File: src/rtl/bram_initiator_if.sv
// Command/response stream bundle for bram_initiator.
//   cmd_*  : read/write commands, valid/ready handshake (client -> initiator)
//   rsp_*  : read responses with their address, valid/ready handshake (initiator -> client)
// Modports:
//   master : client side (drives commands, consumes responses)
//   slave  : bram_initiator side
interface bram_initiator_if #(
    parameter int unsigned ADDR_WIDTH = 10,
    parameter int unsigned DATA_WIDTH = 16
);
    logic                  cmd_valid;
    logic                  cmd_ready;
    logic                  cmd_write;
    logic [ADDR_WIDTH-1:0] cmd_addr;
    logic [DATA_WIDTH-1:0] cmd_wdata;

    logic                  rsp_valid;
    logic                  rsp_ready;
    logic [ADDR_WIDTH-1:0] rsp_addr;
    logic [DATA_WIDTH-1:0] rsp_data;

    modport master (
        output cmd_valid, cmd_write, cmd_addr, cmd_wdata, rsp_ready,
        input  cmd_ready, rsp_valid, rsp_addr, rsp_data
    );

    modport slave (
        input  cmd_valid, cmd_write, cmd_addr, cmd_wdata, rsp_ready,
        output cmd_ready, rsp_valid, rsp_addr, rsp_data
    );
endinterface

File: src/rtl/bram_initiator.sv
// Initiator for the single-port capture BRAM (xilinx_bram).
// Accepts read/write commands on a valid/ready stream, issues them to the BRAM one per cycle in
// accept order, and returns read data tagged with its address through a first-word-fall-through
// response FIFO. A credit rule (reads in flight + queued responses < RSP_DEPTH) keeps the FIFO
// from ever overflowing.
//
// Ports:
//   clk, rst         : clock, synchronous active-high reset
//   stream (slave)   : cmd_* command stream in, rsp_* response stream out
//   bram_write_en, bram_read_en, bram_addr, bram_write_data : to xilinx_bram
//   bram_read_data, bram_valid                              : from xilinx_bram
//   busy             : reads in flight, responses queued, or clear running
//   err_unexpected   : sticky, bram_valid arrived with no read in flight
//
// Configuration macro BRAM_INITIATOR_CLEAR_EN: when defined, every reset is followed by an INIT
// pass writing zero to all 2^ADDR_WIDTH addresses before commands are accepted.
module bram_initiator #(
    parameter int unsigned ADDR_WIDTH = 10,
    parameter int unsigned DATA_WIDTH = 16,
    parameter int unsigned RSP_DEPTH  = 4
) (
    input  logic                  clk,
    input  logic                  rst,
    bram_initiator_if.slave       stream,
    output logic                  bram_write_en,
    output logic                  bram_read_en,
    output logic [ADDR_WIDTH-1:0] bram_addr,
    output logic [DATA_WIDTH-1:0] bram_write_data,
    input  logic [DATA_WIDTH-1:0] bram_read_data,
    input  logic                  bram_valid,
    output logic                  busy,
    output logic                  err_unexpected
);

    localparam int unsigned PtrW = $clog2(RSP_DEPTH);
    localparam int unsigned CntW = (PtrW + 1 < 3) ? 3 : PtrW + 1;

    typedef enum logic [0:0] {StInit, StRun} state_e;

`ifdef BRAM_INITIATOR_CLEAR_EN
    localparam state_e ResetState = StInit;
`else
    localparam state_e ResetState = StRun;
`endif

    state_e                state_q, state_d;
    logic [ADDR_WIDTH-1:0] init_addr_q, init_addr_d;

    logic [CntW-1:0]       inflight_q, inflight_d;
    logic [CntW-1:0]       rsp_cnt_q, rsp_cnt_d;
    logic [CntW:0]         credit_used;

    // Tag FIFO holds the addresses of reads issued but not yet returned.
    logic [ADDR_WIDTH-1:0] tag_mem [RSP_DEPTH];
    logic [PtrW-1:0]       tag_wr_q, tag_rd_q;

    logic [ADDR_WIDTH-1:0] rsp_addr_mem [RSP_DEPTH];
    logic [DATA_WIDTH-1:0] rsp_data_mem [RSP_DEPTH];
    logic [PtrW-1:0]       rsp_wr_q, rsp_rd_q;

    logic                  we_q, re_q;
    logic [ADDR_WIDTH-1:0] addr_q;
    logic [DATA_WIDTH-1:0] wdata_q;
    logic                  err_q;

    logic accept, rd_accept, rsp_push, rsp_pop;

    // Reads and writes share one credit pool; ready never looks at cmd_valid or cmd_write.
    assign credit_used      = {1'b0, inflight_q} + {1'b0, rsp_cnt_q};
    assign stream.cmd_ready = (state_q == StRun) && (credit_used < (CntW + 1)'(RSP_DEPTH));

    assign accept    = stream.cmd_valid && stream.cmd_ready;
    assign rd_accept = accept && !stream.cmd_write;
    assign rsp_push  = bram_valid && (inflight_q != '0);
    assign rsp_pop   = stream.rsp_valid && stream.rsp_ready;

    assign stream.rsp_valid = (rsp_cnt_q != '0);
    assign stream.rsp_addr  = rsp_addr_mem[rsp_rd_q];
    assign stream.rsp_data  = rsp_data_mem[rsp_rd_q];

    // During INIT the clear sweep drives the BRAM directly from the address counter.
    assign bram_write_en   = (state_q == StInit) || we_q;
    assign bram_read_en    = re_q;
    assign bram_addr       = (state_q == StInit) ? init_addr_q : addr_q;
    assign bram_write_data = (state_q == StInit) ? '0 : wdata_q;

    assign busy           = (inflight_q != '0) || (rsp_cnt_q != '0) || (state_q == StInit);
    assign err_unexpected = err_q;

    always_comb begin
        state_d     = state_q;
        init_addr_d = init_addr_q;
        if (state_q == StInit) begin
            init_addr_d = init_addr_q + 1'b1;
            if (init_addr_q == '1) begin
                state_d = StRun;
            end
        end
    end

    always_comb begin
        inflight_d = inflight_q;
        unique case ({rd_accept, rsp_push})
            2'b10:   inflight_d = inflight_q + 1'b1;
            2'b01:   inflight_d = inflight_q - 1'b1;
            default: inflight_d = inflight_q;
        endcase
    end

    always_comb begin
        rsp_cnt_d = rsp_cnt_q;
        unique case ({rsp_push, rsp_pop})
            2'b10:   rsp_cnt_d = rsp_cnt_q + 1'b1;
            2'b01:   rsp_cnt_d = rsp_cnt_q - 1'b1;
            default: rsp_cnt_d = rsp_cnt_q;
        endcase
    end

    always_ff @(posedge clk) begin
        if (rst) begin
            state_q     <= ResetState;
            init_addr_q <= '0;
            inflight_q  <= '0;
            rsp_cnt_q   <= '0;
            tag_wr_q    <= '0;
            tag_rd_q    <= '0;
            rsp_wr_q    <= '0;
            rsp_rd_q    <= '0;
            we_q        <= 1'b0;
            re_q        <= 1'b0;
            addr_q      <= '0;
            wdata_q     <= '0;
            err_q       <= 1'b0;
        end else begin
            state_q     <= state_d;
            init_addr_q <= init_addr_d;
            inflight_q  <= inflight_d;
            rsp_cnt_q   <= rsp_cnt_d;
            we_q        <= accept && stream.cmd_write;
            re_q        <= rd_accept;
            if (accept) begin
                addr_q  <= stream.cmd_addr;
                wdata_q <= stream.cmd_wdata;
            end
            if (rd_accept) begin
                tag_wr_q <= tag_wr_q + 1'b1;
            end
            if (rsp_push) begin
                tag_rd_q <= tag_rd_q + 1'b1;
                rsp_wr_q <= rsp_wr_q + 1'b1;
            end
            if (rsp_pop) begin
                rsp_rd_q <= rsp_rd_q + 1'b1;
            end
            // Data returned with nothing outstanding is dropped, only flagged.
            if (bram_valid && (inflight_q == '0)) begin
                err_q <= 1'b1;
            end
        end
    end

    // Storage arrays carry no reset; pointers and counts define their contents.
    always_ff @(posedge clk) begin
        if (rd_accept) begin
            tag_mem[tag_wr_q] <= stream.cmd_addr;
        end
        if (rsp_push) begin
            rsp_addr_mem[rsp_wr_q] <= tag_mem[tag_rd_q];
            rsp_data_mem[rsp_wr_q] <= bram_read_data;
        end
    end

    always_ff @(posedge clk) begin
        if (!rst) begin
            rsp_fifo_no_overflow: assert (!(rsp_push && (rsp_cnt_q == CntW'(RSP_DEPTH))));
        end
    end

endmodule

File: src/flat_wrapper.sv
// flat-port wrapper written by rule: the top's interface ports become plain ports
module bram_initiator_flat 
#(
    parameter int unsigned ADDR_WIDTH = 10,
    parameter int unsigned DATA_WIDTH = 16,
    parameter int unsigned RSP_DEPTH  = 4
)
  (clk, rst, bram_write_en, bram_read_en, bram_addr, bram_write_data, bram_read_data, bram_valid, busy, err_unexpected, stream_cmd_valid, stream_cmd_write, stream_cmd_addr, stream_cmd_wdata, stream_rsp_ready, stream_cmd_ready, stream_rsp_valid, stream_rsp_addr, stream_rsp_data);
  bram_initiator_if #(.ADDR_WIDTH(ADDR_WIDTH), .DATA_WIDTH(DATA_WIDTH)) stream_i ();
  input  logic clk;
  input  logic rst;
  output logic bram_write_en;
  output logic bram_read_en;
  output logic [ADDR_WIDTH-1:0] bram_addr;
  output logic [DATA_WIDTH-1:0] bram_write_data;
  input  logic [DATA_WIDTH-1:0] bram_read_data;
  input  logic bram_valid;
  output logic busy;
  output logic err_unexpected;
  input wire logic [$bits(stream_i.cmd_valid)-1:0] stream_cmd_valid;
  input wire logic [$bits(stream_i.cmd_write)-1:0] stream_cmd_write;
  input wire logic [$bits(stream_i.cmd_addr)-1:0] stream_cmd_addr;
  input wire logic [$bits(stream_i.cmd_wdata)-1:0] stream_cmd_wdata;
  input wire logic [$bits(stream_i.rsp_ready)-1:0] stream_rsp_ready;
  output wire logic [$bits(stream_i.cmd_ready)-1:0] stream_cmd_ready;
  output wire logic [$bits(stream_i.rsp_valid)-1:0] stream_rsp_valid;
  output wire logic [$bits(stream_i.rsp_addr)-1:0] stream_rsp_addr;
  output wire logic [$bits(stream_i.rsp_data)-1:0] stream_rsp_data;
  assign stream_i.cmd_valid = stream_cmd_valid;
  assign stream_i.cmd_write = stream_cmd_write;
  assign stream_i.cmd_addr = stream_cmd_addr;
  assign stream_i.cmd_wdata = stream_cmd_wdata;
  assign stream_i.rsp_ready = stream_rsp_ready;
  assign stream_cmd_ready = stream_i.cmd_ready;
  assign stream_rsp_valid = stream_i.rsp_valid;
  assign stream_rsp_addr = stream_i.rsp_addr;
  assign stream_rsp_data = stream_i.rsp_data;
  bram_initiator #(.ADDR_WIDTH(ADDR_WIDTH), .DATA_WIDTH(DATA_WIDTH), .RSP_DEPTH(RSP_DEPTH)) u_core (.clk(clk), .rst(rst), .stream(stream_i), .bram_write_en(bram_write_en), .bram_read_en(bram_read_en), .bram_addr(bram_addr), .bram_write_data(bram_write_data), .bram_read_data(bram_read_data), .bram_valid(bram_valid), .busy(busy), .err_unexpected(err_unexpected));
endmodule
File: config.mk
export PLATFORM = sky130hd
export DESIGN_NAME = bram_initiator_flat
export DESIGN_NICKNAME = d
export VERILOG_FILES = /design/src/rtl/bram_initiator_if.sv /design/src/rtl/bram_initiator.sv /design/src/flat_wrapper.sv
export SDC_FILE = /design/constraint.sdc
export NUM_CORES = 1
export LEC_CHECK = 0
export ABC_AREA = 1
export CAP_MARGIN = 10
export CORE_MARGIN = 10
export CORE_UTILIZATION = 55
export DETAILED_ROUTE_END_ITERATION = 16
export GPL_ROUTABILITY_DRIVEN = 0
export PLACE_DENSITY = 0.9
export SLEW_MARGIN = 40
export SYNTH_ARGS = -nofsm -noshare
export SYNTH_HDL_FRONTEND = slang
export SYNTH_SLANG_ARGS = --single-unit
File: constraint.sdc
create_clock -name clk -period 7 [get_ports clk]
set_input_delay 0.7 -clock clk [delete_from_list [all_inputs] [get_ports clk]]
set_output_delay 0.7 -clock clk [all_outputs]
set_load 0.01 [all_outputs]
=== Word-level counts from Yosys, hierarchy flattened ===
Memory sizes are Yosys's and may differ from the RTL's. A register that Yosys moved wholly into a read port is not among the register bits.
Index checks and enable logic that the tools add are counted.

* Input bits: 48
* Bits in registers: 54
* Memories kept: 3
* Bits in writable memories: 144
* Output and inout port bits: 58
* Logic and storage cells: 65

{| class="wikitable"
|+ Memory list
! name !! depth !! bits a word !! read ports !! clocked after memory_dff !! write ports !! line !! text
|-
| u_core.rsp_data_mem || 4 || 16 || 1 || 1 || 1 || bram_initiator.sv:58 || <nowiki>logic [DATA_WIDTH-1:0] rsp_data_mem [RSP_DEPTH];</nowiki>
|-
| u_core.rsp_addr_mem || 4 || 10 || 1 || 1 || 1 || bram_initiator.sv:57 || <nowiki>logic [ADDR_WIDTH-1:0] rsp_addr_mem [RSP_DEPTH];</nowiki>
|-
| u_core.tag_mem || 4 || 10 || 1 || 1 || 1 || bram_initiator.sv:54 || <nowiki>logic [ADDR_WIDTH-1:0] tag_mem [RSP_DEPTH];</nowiki>
|}

* Multiplexer cells: 15
* Magnitude comparators: 1
* Equal/unequal tests: 5
* Bitwise logic cells: 1
* Reductions and logical operators: 17
* Add/sub/neg operators: 10

{| class="wikitable"
|+ Operators by type and width
! kind !! number
|-
| $mux W16 || 1
|-
| $mux W2 || 6
|-
| $pmux W3 S2 || 2
|-
| $add A10 B1 Y10 const B || 1
|-
| $eq A10 B10 Y1 const B || 1
|-
| $mux W10 || 1
|-
| $add A2 B1 Y2 const B || 4
|-
| $logic_and A1 B1 Y1 || 7
|-
| $add A3 B1 Y3 const B || 2
|-
| $reduce_bool A3 Y1 || 2
|-
| $sub A3 B1 Y3 const B || 2
|-
| $mux W1 || 5
|-
| $add A3 B3 Y4 || 1
|-
| $eq A2 B1 Y1 const B || 2
|-
| $eq A2 B2 Y1 const B || 2
|-
| $lt A4 B3 Y1 const B || 1
|-
| $reduce_bool A2 Y1 || 2
|-
| $logic_not A3 Y1 || 1
|-
| $logic_or A1 B1 Y1 || 3
|-
| $reduce_or A2 Y1 || 1
|-
| $logic_not A1 Y1 || 1
|-
| $not A1 Y1 || 1
|}

=== Depth between registers and ports, before layout ===
* Depth after elaboration: 7
* Depth in mapped cells: 12
* Mapped depth without buffers: 12

=== Worst setup path after synthesis ===
OpenSTA, ideal clock, no wires.

* Kind: input to register
* From: input bram_valid
* To: memory u_core.rsp_addr_mem[0][0] (enable)
* Setup slack: 4564 ps
* Stages: 3
* Path buffers: 1
* Arrival time: 2028 ps
* Library setup time: 409 ps
* Required time: 6591 ps
* Cells stage by stage: nand2_1 buf_2 nor2_1

* Longest elaborated chain between the ends: 3

{| class="wikitable"
|+ RTL lines
! what !! line !! text
|-
| start, declared || flat_wrapper.sv:17 || <nowiki>input logic bram_valid;</nowiki>
|-
| $logic_and A1 B1 Y1 || bram_initiator.sv:74 || <nowiki>assign rsp_push = bram_valid && (inflight_q != '0);</nowiki>
|-
| $mux W1 || bram_initiator.sv:167 || <nowiki>if (rsp_push) begin</nowiki>
|-
| $mux W1 (implied by the code) || bram_initiator.sv:168 || <nowiki>rsp_addr_mem[rsp_wr_q] <= tag_mem[tag_rd_q];</nowiki>
|-
| end, declared || bram_initiator.sv:57 ||
|}

Every way passes these cells.

==> reports/qor.csv <==
stage;metric;value;unit
run;Max Cap Viol;0;
cts;Clock Pin Slew Worst Setup and Hold Paths;0.06;ns
cts;CTS Buf Count;20;
worst_setup_path;crit-path max FO;53;
floorplanning;initial core utilization;56.8;%
grt;Tot GR Track Use;17.1;%
worst_setup_path;worst reg2reg path depth;10;
timing;RSZ-0062 raised after global routing;no;
cts;Clock Path Buffers;3;
detailed_routing;drt total wl;17300;µm
timing;final count of pins violating max slew;0;
detailed_routing;Pre-antenna DRT Iters;5;
timing;clock period minus worst slack;3.49;ns
pwr;Max VDD drop;0.000296;V
logic_synthesis;Cell Area, Synth;7980;µm²
detailed_routing;DRT antenna net count;0;
placement;post-DP HPWL;11200;µm
floorplanning;boundary pin count;106;
cts;post_cts resized;0;
timing;relative slew slack;51.7;%
worst_setup_path;critical path class;reg2out;
worst_setup_path;Worst setup EP type;primary output;
layout;fin cells;1026;
detailed_routing;Vias;5599;
timing;Slew @ Worst Pin;0.724;ns
detailed_routing;Initial DRC Count;494;
cts;worst skew pair latency;0.48;ns
timing;setup violators final;0;
layout;area grow syn2layout;22.9;%
timing;Final Hold Fails;0;
logic_synthesis;Post-synth EDFFs;144;
timing;final period utilization;49.9;%
hold_path;Worst Hold Class;reg2reg;
outcome;outcome;finished, final reports clean;
pwr;Pwr Density;375;nW/µm²
grt;gr ovfl total;0;
timing;Final TNS setup;0;ns
logic_synthesis;Gate Count Post-Synth;731;
grt;global-route wire length before repair;27900;µm
grt;initial antenna violation count;0;
worst_setup_path;Critical Path RT;6.30;ns
logic_synthesis;synth unique cells;26;
pwr;P_leak;3.65;nW
worst_setup_path;r2r startpoint;u_core.state_q$_SDFF_PP1_;
floorplanning;chip width;140;µm
hold_path;Hold Crit Start;u_core.err_unexpected$_SDFFE_PP0P_;
timing;clock skew;0.0156;ns
floorplanning;Die Y;140;µm
detailed_routing;WL/cell;16.8;µm
worst_setup_path;flop2flop setup slack;4.28;ns
cts;hold-fix buffers at CTS;0;
floorplanning;Cell Rows;43;
logic_synthesis;top_reg_cell synth;edfxtp_1;
pwr;Power, Total;0.00368;W
cts;CTS tree;yes;
cts;Sink Count;202;
layout;n_diodes;0;
detailed_routing;Vias/cell;5.46;
worst_setup_path;CP Launch Type;flop;
layout;fin nets;895;
logic_synthesis;Yosys warning count;0;
placement;Inst Count DP;990;
grt;largest net degree at the start of global routing;54;
logic_synthesis;ys async rst share;0;%
worst_setup_path;WP data arrival;2.79;ns
cts;Post-CTS Setup Bufs;0;
logic_synthesis;syn avg cell area;10.9;µm²
layout;layout cell share with drive strength beyond 1;6.15;%
worst_setup_path;r2r endpoint;u_core.inflight_q[1]$_SDFFE_PP0P_;
hold_path;Endpoint, Worst Hold;u_core.err_unexpected$_SDFFE_PP0P_;
logic_synthesis;sequential-to-total area share from yosys stat;68.7;%
placement;PortBufs;105;
timing;Max Fclk;0.286;GHz
logic_synthesis;Yosys reg bits;202;
detailed_routing;DRC viols;0;
floorplanning;Die Footprint;19700;µm²
floorplanning;core area;14000;µm²
logic_synthesis;syn nets;794;
hold_path;hold-critical path depth;2;
cts;H-tree Lvls;1;
cts;CTS root buf;clkbuf_16;
grt;vias in the first global route;5715;
==> final cells by class <==
| class | count | area (µm²) |
|---|---|---|
| Timing Repair Buffer | 114 | 1120 |
| Inverter | 64 | 241 |
| Clock buffer | 26 | 554 |
| Fill cell | 987 | 4240 |
| Sequential cell | 202 | 5490 |
| Clock inverter | 10 | 51.3 |
| Multi-Input combinational cell | 430 | 2130 |
| Tap cell | 180 | 225 |
==> critical path, stage by stage (launching register included) <==
cell	delay (ns)
dfxtp_1	0.31
buf_4	0.27
inv_1	0.31
buf_4	0.43
o21ai_0	0.17
o22ai_1	0.22
clkdlybuf4s50_1	0.58
==> where the power goes <==
group	total (W)	switching [W]	internal, W
registers	0.00158	0.0000799	0.00150
logic	0.00112	0.000648	0.000471
clock network	0.000979	0.000420	0.000559
==> metal layers <==
metal	vias to the layer above	global-route usage, %	routed length, µm
met1	2624	20.3	6840
met4	0	5.49	420
met5	-	0	0
met3	39	5.51	1620
met2	230	28.9	8380
li1	2706	-	-
==> cell families after synthesis <==
family	count (synthesis)	synth area share, %
simple gates	234	11.7
fa+ha+maj	15	2.54
buf+inv	99	4.83
compound gates	178	11.8
flops	202	68.7
xor+xnor	3	0.329
==> cells in the mapped netlist, types with 3 or more instances <==
master,n,area [µm²]
nand3_1,8,40.0
o22ai_1,36,225
dfxtp_1,58,1160
buf_2,4,20.0
a21oi_1,23,115
or2_2,3,18.8
o21ai_0,98,490
clkbuf_1,29,109
ha_1,13,163
xor2_1,3,26.3
nand2_1,63,236
inv_1,63,236
o21ai_1,19,95.1
nor2_1,153,574
edfxtp_1,144,4320
==> per-stage QoR <==
stage,util (%),cell area [µm²],hold WS [ns],setup WS (ns)
2_1_floorplan,-,7980,0.454,4.56
3_3_place_gp,65.4,9190,0.443,4.13
3_5_place_dp,65.5,9200,0.442,4.05
4_1_cts,69.8,9800,0.451,3.51
5_1_grt,69.8,9800,0.468,3.29
6_report,69.8,9800,0.449,3.51
==> cells in the final DEF, fill, tap and decap left out <==
master	synthesis	final
a21oi_1	23	23
buf_4	2	9
clkbuf_1	29	4
clkbuf_16	0	21
clkbuf_8	0	1
clkdlybuf4s50_1	0	105
clkinv_1	0	4
clkinv_2	1	5
clkinv_4	0	1
clkinvlp_4	0	1
dfxtp_1	58	58
edfxtp_1	144	144
fa_1	2	2
ha_1	13	13
inv_1	63	63
nand2_1	63	63
nand3_1	8	8
nand3_4	1	1
nand3b_1	1	1
nand4_1	2	2
nand4_2	1	1
nor2_1	153	145
nor2_2	0	8
nor2_4	1	1
nor3_1	1	1
o211a_1	1	1
o21a_1	1	1
o21ai_0	98	98
o21ai_1	19	19
o22ai_1	36	36
or2_2	3	3
xor2_1	3	3
==> registers in the layout, indices dropped and copies added, names as in the netlist, named ones only <==
register               count
u_core.addr_q             10
u_core.bram_read_en        1
u_core.err_unexpected      1
u_core.inflight_q          3
u_core.init_addr_q        10
u_core.rsp_addr_mem       40
u_core.rsp_cnt_q           3
u_core.rsp_data_mem       64
u_core.rsp_rd_q            2
u_core.rsp_wr_q            2
u_core.state_q             1
u_core.tag_mem            40
u_core.tag_rd_q            2
u_core.tag_wr_q            2
u_core.wdata_q            16
u_core.we_q                1
==> worst max path at each step <==
stage | startpoint | end | slack, ns | depth (start not counted)
detailed placement | flop | stream_rsp_addr[0] | 4.05 | 6
CTS | flop | stream_rsp_addr[7] | 3.51 | 6
global placement | bram_valid | u_core.inflight_q[2]$_SDFFE_PP0P_ | 4.13 | 10
floorplan | bram_valid | u_core.rsp_addr_mem[0][0]$_DFFE_PP_ | 4.56 | 3
finish | flop | stream_rsp_addr[7] | 3.51 | 6
global route | flop | stream_rsp_addr[6] | 3.29 | 6
Note: power is estimated with default switching activity, not from simulation.
